--- src/rtl/booth_pkg.sv ---
// Shared definitions for the radix-4 Booth serial multiplier: FSM states,
// Booth digit map and derived widths.
package booth_pkg;

  typedef enum logic [1:0] {
    ST_IDLE = 2'd0,
    ST_RUN  = 2'd1,
    ST_DONE = 2'd2
  } state_t;

  typedef enum logic [2:0] {
    DIG_ZERO = 3'd0,
    DIG_POS1 = 3'd1,
    DIG_POS2 = 3'd2,
    DIG_NEG1 = 3'd3,
    DIG_NEG2 = 3'd4
  } digit_t;

  // Radix-4 recoding of the overlapping triplet {b[i+1], b[i], b[i-1]}
  function automatic digit_t booth_digit(input logic [2:0] bits);
    digit_t d;
    case (bits)
      3'b001, 3'b010: d = DIG_POS1;
      3'b011:         d = DIG_POS2;
      3'b100:         d = DIG_NEG2;
      3'b101, 3'b110: d = DIG_NEG1;
      default:        d = DIG_ZERO;
    endcase
    return d;
  endfunction

  // Two extra bits let unsigned operands ride through the signed datapath
  function automatic int unsigned ext_width(input int unsigned w);
    return w + 2;
  endfunction

  function automatic int unsigned iter_count(input int unsigned w);
    return (w + 2) / 2;
  endfunction

endpackage

--- src/rtl/booth_r4_ppgen.sv ---
// Booth partial-product generator: selects 0, +-A or +-2A (EW+2 bits) for one digit.
module booth_r4_ppgen
  import booth_pkg::*;
#(
  parameter int unsigned EW = 36
) (
  input  logic [2:0]    bits,
  input  logic [EW-1:0] a,
  output logic [EW+1:0] pp_c,
  output logic          cin_c
);

  logic [EW+1:0] a_x1;
  logic [EW+1:0] a_x2;

  assign a_x1 = {{2{a[EW-1]}}, a};
  assign a_x2 = {a[EW-1], a, 1'b0};

  // Negative digits are formed as one's complement plus carry-in
  always_comb begin
    pp_c  = '0;
    cin_c = 1'b0;
    case (booth_digit(bits))
      DIG_POS1: pp_c = a_x1;
      DIG_POS2: pp_c = a_x2;
      DIG_NEG1: begin
        pp_c  = ~a_x1;
        cin_c = 1'b1;
      end
      DIG_NEG2: begin
        pp_c  = ~a_x2;
        cin_c = 1'b1;
      end
      default: ;
    endcase
  end

endmodule

--- src/rtl/booth_r4_seq_mult_p.sv ---
// Serial radix-4 Booth multiplier, one digit per clock through a single shared adder,
// with signed/unsigned mode and a start/busy/done handshake.
module booth_r4_seq_mult_p
  import booth_pkg::*;
#(
  parameter int unsigned WIDTH = 34
) (
  input  logic               clk,
  input  logic               rst_n,
  input  logic               start,
  input  logic               signed_mode,
  input  logic [WIDTH-1:0]   a,
  input  logic [WIDTH-1:0]   b,
  output logic               busy,
  output logic               done,
  output logic [2*WIDTH-1:0] product
);

  localparam int unsigned EW = ext_width(WIDTH);
  localparam int unsigned N  = iter_count(WIDTH);
  localparam int unsigned CW = $clog2(N + 1);
  localparam int unsigned PW = 2 * EW + 2;

  generate
    if (((WIDTH % 2) != 0) || (WIDTH < 4)) begin : g_bad_width
      $error("booth_r4_seq_mult_p: WIDTH must be even and >= 4");
    end
  endgenerate

  state_t        state;
  logic [CW-1:0] count;
  logic [EW-1:0] a_reg;
  logic [PW-1:0] p_reg;

  logic [EW-1:0] a_ext;
  logic [EW-1:0] b_ext;
  logic [EW:0]   hi;
  logic [EW+1:0] pp;
  logic          cin;
  logic [EW+1:0] sum;
  logic [PW-1:0] p_next;

  assign a_ext = signed_mode ? {{2{a[WIDTH-1]}}, a} : {2'b00, a};
  assign b_ext = signed_mode ? {{2{b[WIDTH-1]}}, b} : {2'b00, b};

  booth_r4_ppgen #(
    .EW(EW)
  ) u_ppgen (
    .bits  (p_reg[2:0]),
    .a     (a_reg),
    .pp_c  (pp),
    .cin_c (cin)
  );

  // Shared adder on the upper accumulator, then arithmetic shift by one digit
  assign hi     = p_reg[PW-1:EW+1];
  assign sum    = {hi[EW], hi} + pp + {{(EW + 1){1'b0}}, cin};
  assign p_next = {sum[EW+1], sum, p_reg[EW:2]};

  always_ff @(posedge clk) begin
    if (!rst_n) begin
      state   <= ST_IDLE;
      count   <= '0;
      a_reg   <= '0;
      p_reg   <= '0;
      product <= '0;
      busy    <= 1'b0;
      done    <= 1'b0;
    end else begin
      done <= 1'b0;
      case (state)
        ST_IDLE, ST_DONE: begin
          if (start) begin
            a_reg <= a_ext;
            p_reg <= {(EW + 1)'(0), b_ext, 1'b0};
            count <= '0;
            busy  <= 1'b1;
            state <= ST_RUN;
          end else begin
            state <= ST_IDLE;
          end
        end
        ST_RUN: begin
          p_reg <= p_next;
          count <= count + CW'(1);
          if (count == CW'(N - 1)) begin
            product <= p_next[2*WIDTH:1];
            done    <= 1'b1;
            busy    <= 1'b0;
            state   <= ST_DONE;
          end
        end
        default: state <= ST_IDLE;
      endcase
    end
  end

endmodule
--- config.mk ---
export PLATFORM = sky130hd
export DESIGN_NAME = booth_r4_seq_mult_p
export DESIGN_NICKNAME = d
export VERILOG_FILES = /design/src/rtl/booth_pkg.sv /design/src/rtl/booth_r4_ppgen.sv /design/src/rtl/booth_r4_seq_mult_p.sv
export SDC_FILE = /design/constraint.sdc
export NUM_CORES = 1
export LEC_CHECK = 0
export CORE_UTILIZATION = 49
export CTS_CLUSTER_SIZE = 14
export DETAILED_ROUTE_END_ITERATION = 12
export PLACE_DENSITY = 0.82
export SETUP_SLACK_MARGIN = 0.15
export SLEW_MARGIN = 10
export SYNTH_ARGS = -nofsm -noshare
export SYNTH_HDL_FRONTEND = slang
export SYNTH_SLANG_ARGS = --single-unit
--- constraint.sdc ---
create_clock -name clk -period 3.5 [get_ports clk]
set_input_delay 0.35 -clock clk [delete_from_list [all_inputs] [get_ports clk]]
set_output_delay 0.35 -clock clk [all_outputs]
set_load 0.02 [all_outputs]
== After elaboration in Yosys (flattened, before gate mapping) ==
Index checks and enable logic that the tools add are counted.

* Flip-flop bits (word level): 187
* Input bits: 72
* Word-level logic and storage cells: 54

* $add $sub $neg: 3
* Equal/unequal tests: 15
* Multiplexer cells: 16
* Bitwise logic cells: 2
* Reductions and logical operators: 11

{| class="wikitable"
|+ Operators with widths
! kind !! number
|-
| $pmux 38 s4 || 1
|-
| $pmux 74 s2 || 1
|-
| $not 38->38 || 2
|-
| $mux 74 || 1
|-
| $mux 36 || 2
|-
| $add 38x1->38 || 1
|-
| $add 38x38->38 || 1
|-
| $eq 3x2->1 const B || 4
|-
| $eq 3x3->1 const B || 4
|-
| $pmux 3 s4 || 1
|-
| $pmux 5 s2 || 1
|-
| $reduce_and 2->1 || 4
|-
| $reduce_or 2->1 || 4
|-
| $eq 3x1->1 const B || 2
|-
| $add 5x1->5 const B || 1
|-
| $eq 5x5->1 const B || 1
|-
| $mux 1 || 5
|-
| $mux 5 || 1
|-
| $ne 2x2->1 const B || 2
|-
| $pmux 2 s2 || 1
|-
| $reduce_and 3->1 || 1
|-
| $eq 2x1->1 const B || 1
|-
| $eq 2x2->1 const B || 1
|-
| $logic_not 2->1 || 1
|-
| other kinds (3) || 3
|}

== Logic depth before layout (Yosys ltp) ==
* Depth in word-level cells: 8
* Gate-level depth with buffers: 15
* Gate-level depth less buffers: 15

== Hierarchy ==
Synthesis repeated with hierarchy kept, for this count alone.

* Cell total of the unflattened synthesis: 1220
* Area, all modules: 9990.8 um^2

{| class="wikitable"
|+ Modules (own cells, without submodules)
! module !! instances !! cells each !! area an instance (um^2) !! seq. area each (um^2)
|-
| booth_r4_seq_mult_p || 1 || 1077 || 8648.3 || 3703.6
|-
| booth_r4_ppgen || 1 || 143 || 1342.5 || 0.0
|}

== Worst setup path after synthesis ==
Ideal clock, no wire load.

* Path type: reg-to-reg
* From: register p_reg[2]
* To: register p_reg[66]
* Setup time: 117 ps
* Data arrival time: 3636 ps
* Path slack: -253 ps
* Stages on the path, launching flop included: 15
* Path through: dfxtp_1 -> clkbuf_1 -> clkbuf_1 -> xor2_1 -> a221oi_1 -> inv_1 -> ha_1 -> a21o_1 -> and3_1 -> o2111a_2 -> nor3_4 -> a211oi_2 -> o311a_1 -> or3_1 -> a32o_1

* Longest elaborated chain between the ends: 8

{| class="wikitable"
|+ Ends and longest elaborated chain
! what !! line !! RTL
|-
| from (decl) || booth_r4_seq_mult_p.sv:33 || <nowiki>logic [PW-1:0] p_reg;</nowiki>
|-
| from (signal assigned) || booth_r4_seq_mult_p.sv:75 || <nowiki>p_reg <= {(EW + 1)'(0), b_ext, 1'b0};</nowiki>
|-
| from (signal assigned) || booth_r4_seq_mult_p.sv:84 || <nowiki>p_reg <= p_next;</nowiki>
|-
| $eq 3x3->1 (tied with other cells) || booth_pkg.sv:22 || <nowiki>case (bits)</nowiki>
|-
| $reduce_or 2->1 || booth_pkg.sv:22 ||
|-
| $pmux 3 s4 (*) || booth_pkg.sv:22 ||
|-
| $eq 3x3->1 (tied with other cells) || booth_r4_ppgen.sv:23 || <nowiki>case (booth_digit(bits))</nowiki>
|-
| $pmux 38 s4 or $reduce_or 2->1 (tied branches) || n/a ||
|-
| $add 38x38->38 or $mux 1 (tied branches) || booth_r4_seq_mult_p.sv:57, booth_r4_ppgen.sv:23 ||
|-
| $add 38x1->38 (*) || booth_r4_seq_mult_p.sv:57 || <nowiki>assign sum = {hi[EW], hi} + pp + {{(EW + 1){1'b0}}, cin};</nowiki>
|-
| $pmux 74 s2 (*) || booth_r4_seq_mult_p.sv:71 || <nowiki>case (state)</nowiki>
|}

Mark *: on every way between the ends. The rest lies on a longest branch, timed or not.
A chain may end at the register's enable or synchronous reset.

== Worst setup path in the final report ==
Same ends and word-level chain as after synthesis.

==> impl_metrics.csv <==
group,metric,value,unit
status,status,"finished, final reports clean",
layout,syn_to_final_growth,35.3,%
timing,hold_viol_final,0,
timing,fin_crit_sh,98.5,%
global_routing,grt_overflow,0,
layout,fin_nets,1453,
placement,placed_area,11300,sq um
logic_synthesis,yosysTopAreaCell,"dfxtp_1",
setup_path,cp_data_arrival_time,3.77,ns
setup_path,crit_chain,"buf_12, buf_12, xor2_1, a221o_1, ha_4, o211ai_1, nor2b_4, or4_4, a211oi_4, o311a_1, buf_4, o21ai_0, a32o_1",
placement,gp_congestion,0.959,
global_routing,grt_max_degree,60,
logic_synthesis,synth_async_sr_flop_share,0,%
logic_synthesis,synth_seq_area_share,39.4,%
worst_hold_path,min_path_type,"flop to flop",
timing,fin_ws,0.0529,ns
setup_path,crit_required,3.82,ns
power,cellLeakagePower,4.98,nW
logic_synthesis,ys_ff_latch,185,
clock_network,cts_tree,"done",
clock_network,cts_made_buffers,17,
setup_path,slowest_delay,0.55,ns
timing,slew_headroom,40.0,%
power,p_per_area,400,nW/um^2
timing,finalSetupTns,0,ns
floorplanning,row_count,50,
logic_synthesis,syn-num-nets,1298,
clock_network,htreeDepth,4,
setup_path,cp_common_cell,"buf_12",
flow_run,cap_viol_max_count,0,
clock_network,clkSinkCount,185,
global_routing,grt_pass1_vias,8695,
floorplanning,die_area,19700,sq um
logic_synthesis,synthFlopType,"dfxtp_1",
floorplanning,core,18800,sq um
logic_synthesis,synth_edf_count,0,
timing,finalSetupViolations,0,
clock_network,clkLatencyLatePin,0.44,ns
setup_path,crit_path_max_fanout,7,
floorplanning,die_y,140,microns
floorplanning,die_w,140,microns
layout,design_area,12700,sq um
routing,drt_iter0_markers,890,
setup_path,start_kind,"flop",
layout,drive_above_1_share,15.1,%
floorplanning,initial_core_util,50.1,%
logic_synthesis,synthCells,1187,
layout,fin_util,67.7,%
timing,finalCriticalPeriod,3.45,ns
layout,antennaDiodeCount,0,
placement,dp_hpwl,18300,microns
timing,clock_skew,0.0118,ns
setup_path,crit_type,"flop to flop",
setup_path,slowest_stage,"or4_4",
layout,largest_reg_flops,73,
logic_synthesis,synth_top_area_share,39.4,%
global_routing,grt_pass1_wl,43600,microns
routing,wl_per_cell,17.9,microns
logic_synthesis,synth_area,9400,sq um
placement,port_buffers,141,
timing,rsz0062_at_grt,"true",
clock_network,clockBufferDepth,2,
routing,post-route-drc-count,0,
logic_synthesis,synth_cell_type_count,60,
routing,viasPerCell,5.95,
routing,wl,28400,microns
clock_network,clk_pin_slew_worst_paths,0.07,ns
placement,place_ws,-0.0896,ns
timing,worst_pin_slew,0.900,ns
setup_path,worstSetupEndpointType,"flop",
power,max-vdd-ir-drop,0.305,mV
logic_synthesis,yosysWarnings,0,
logic_synthesis,synthTopCellsByArea,"dfxtp_1, nand2_1, a21oi_1, ha_1, a22oi_1",
clock_network,clockRootBuffer,"clkbuf_16",
global_routing,antenna_found_initial,0,
power,total_power,5.08,mW
global_routing,grt_usage,27.5,%
routing,dr.pass1.iters,6,
routing,dr_total_vias,9447,
timing,drv_slew,0,
timing,max_freq,0.290,GHz
routing,ant_nets,0,
floorplanning,io_pins,142,
logic_synthesis,avgSynthCellArea,7.92,sq um
clock_network,holdBufCountCts,0,
## synth_stat cells, types with 4 or more instances
cell type	number
nand2_1	242
dfxtp_1	185
a21oi_1	171
clkbuf_1	82
nor2_1	82
a22oi_1	49
xor2_1	42
ha_1	37
a221o_1	36
o21ai_0	33
nand3_1	30
xnor2_1	19
a21o_1	17
inv_1	16
nand4_1	16
nor2b_1	9
o211ai_1	9
nor3_1	8
a22o_1	7
o21a_1	7
or3_1	7
buf_1	6
a211oi_1	4
a31oi_1	4
a32o_1	4
buf_2	4
nand2b_1	4
o31ai_1	4
or2_2	4
## worst paths after layout
check	from	endpoint	slack, ns	cells past startpoint
worst min register to register	product[55]	product[55]	0.45	2
worst max-delay path	p_reg[2]	p_reg[66]	0.05	13
worst min-delay path	product[55]	product[55]	0.45	2
worst max register to register	p_reg[2]	p_reg[66]	0.05	13
## cell usage in the layout, fill, tap and decap left out, drive strengths merged, types with 3 or more instances in the layout
cell,n
a22oi,49
o211ai,9
a211oi,5
o21a,7
inv,20
a21oi,171
nor2b,9
a22o,7
nand3,30
or4,3
and2,4
o31ai,4
ha,37
a31oi,4
or2,4
nand2b,4
o21bai,3
dfxtp,185
a221o,36
nor2,82
clkdlybuf4s50,141
or3,7
a32o,4
clkinvlp,4
a21o,17
nor3,9
buf,87
clkbuf,20
and3,3
o21ai,35
nor3b,3
nand4,16
xnor2,19
xor2,42
nand2,242
## metal layers
layer / GRT usage, % / vias up / part of all wire (%)
met5: 0 / - / 0
met4: 10.2 / 0 / 2.9
met2: 44.8 / 378 / 47
li1: - / 4519 / -
met3: 4.24 / 63 / 5.5
met1: 36.8 / 4487 / 45
## logic make-up (layout without fill, tap and decap cells)
family                     count (synthesis)  count (layout)  synth area share [%]
and+or+nand+nor                          423             423                  19.4
DFF                                      185             185                  39.4
adders and majority gates                 39              39                  5.35
buffers and inverters                    108             275                  4.37
xor gates and xnor gates                  61              61                  5.69
muxes                                      3               3                 0.333
AOI/OAI and AO/OA                        368             368                  25.4
## cell type report
class | instances | area (sq um)
tap | 234 | 293
multi-input combinational | 894 | 5820
clock buffer | 20 | 437
inverter | 16 | 62.6
timing repair buffer | 228 | 2240
sequential | 185 | 3710
fill | 1481 | 6060
clock inverter | 11 | 136
## critical path: cells and delay by family (launching register included)
kind / cells / cell delay, ns
XOR/XNOR: 1 / 0.13
adder cells (fa/ha/maj): 1 / 0.30
AND/OR/NAND/NOR: 2 / 0.73
buffers and inverters: 3 / 0.41
flip-flops: 1 / 0.41
AO/OA/AOI/OAI: 6 / 1.34
## timing repair
action                     4_1_cts  5_1_grt
buffers inserted                 8       14
setup endpoints to repair       24       42
cloned                           3        0
resized for setup               26       93
pin swaps                       19       48
## stage by stage
stage,cells,hold WS (ns)
final,1588,0.453
after global routing,1588,0.463
after CTS,1574,0.450
after detailed placement,1532,0.447
after global placement,1532,0.441
after floorplan,1187,0.432
## power breakdown
group	leakage, nW	switching, mW	internal, mW	total [mW]
clock	0.266	0.859	1.06	1.92
sequential	1.51	0.0762	2.18	2.25
combinational	3.21	0.492	0.410	0.903
total	4.98	1.43	3.65	5.08
(Power assumes the default switching activity.)
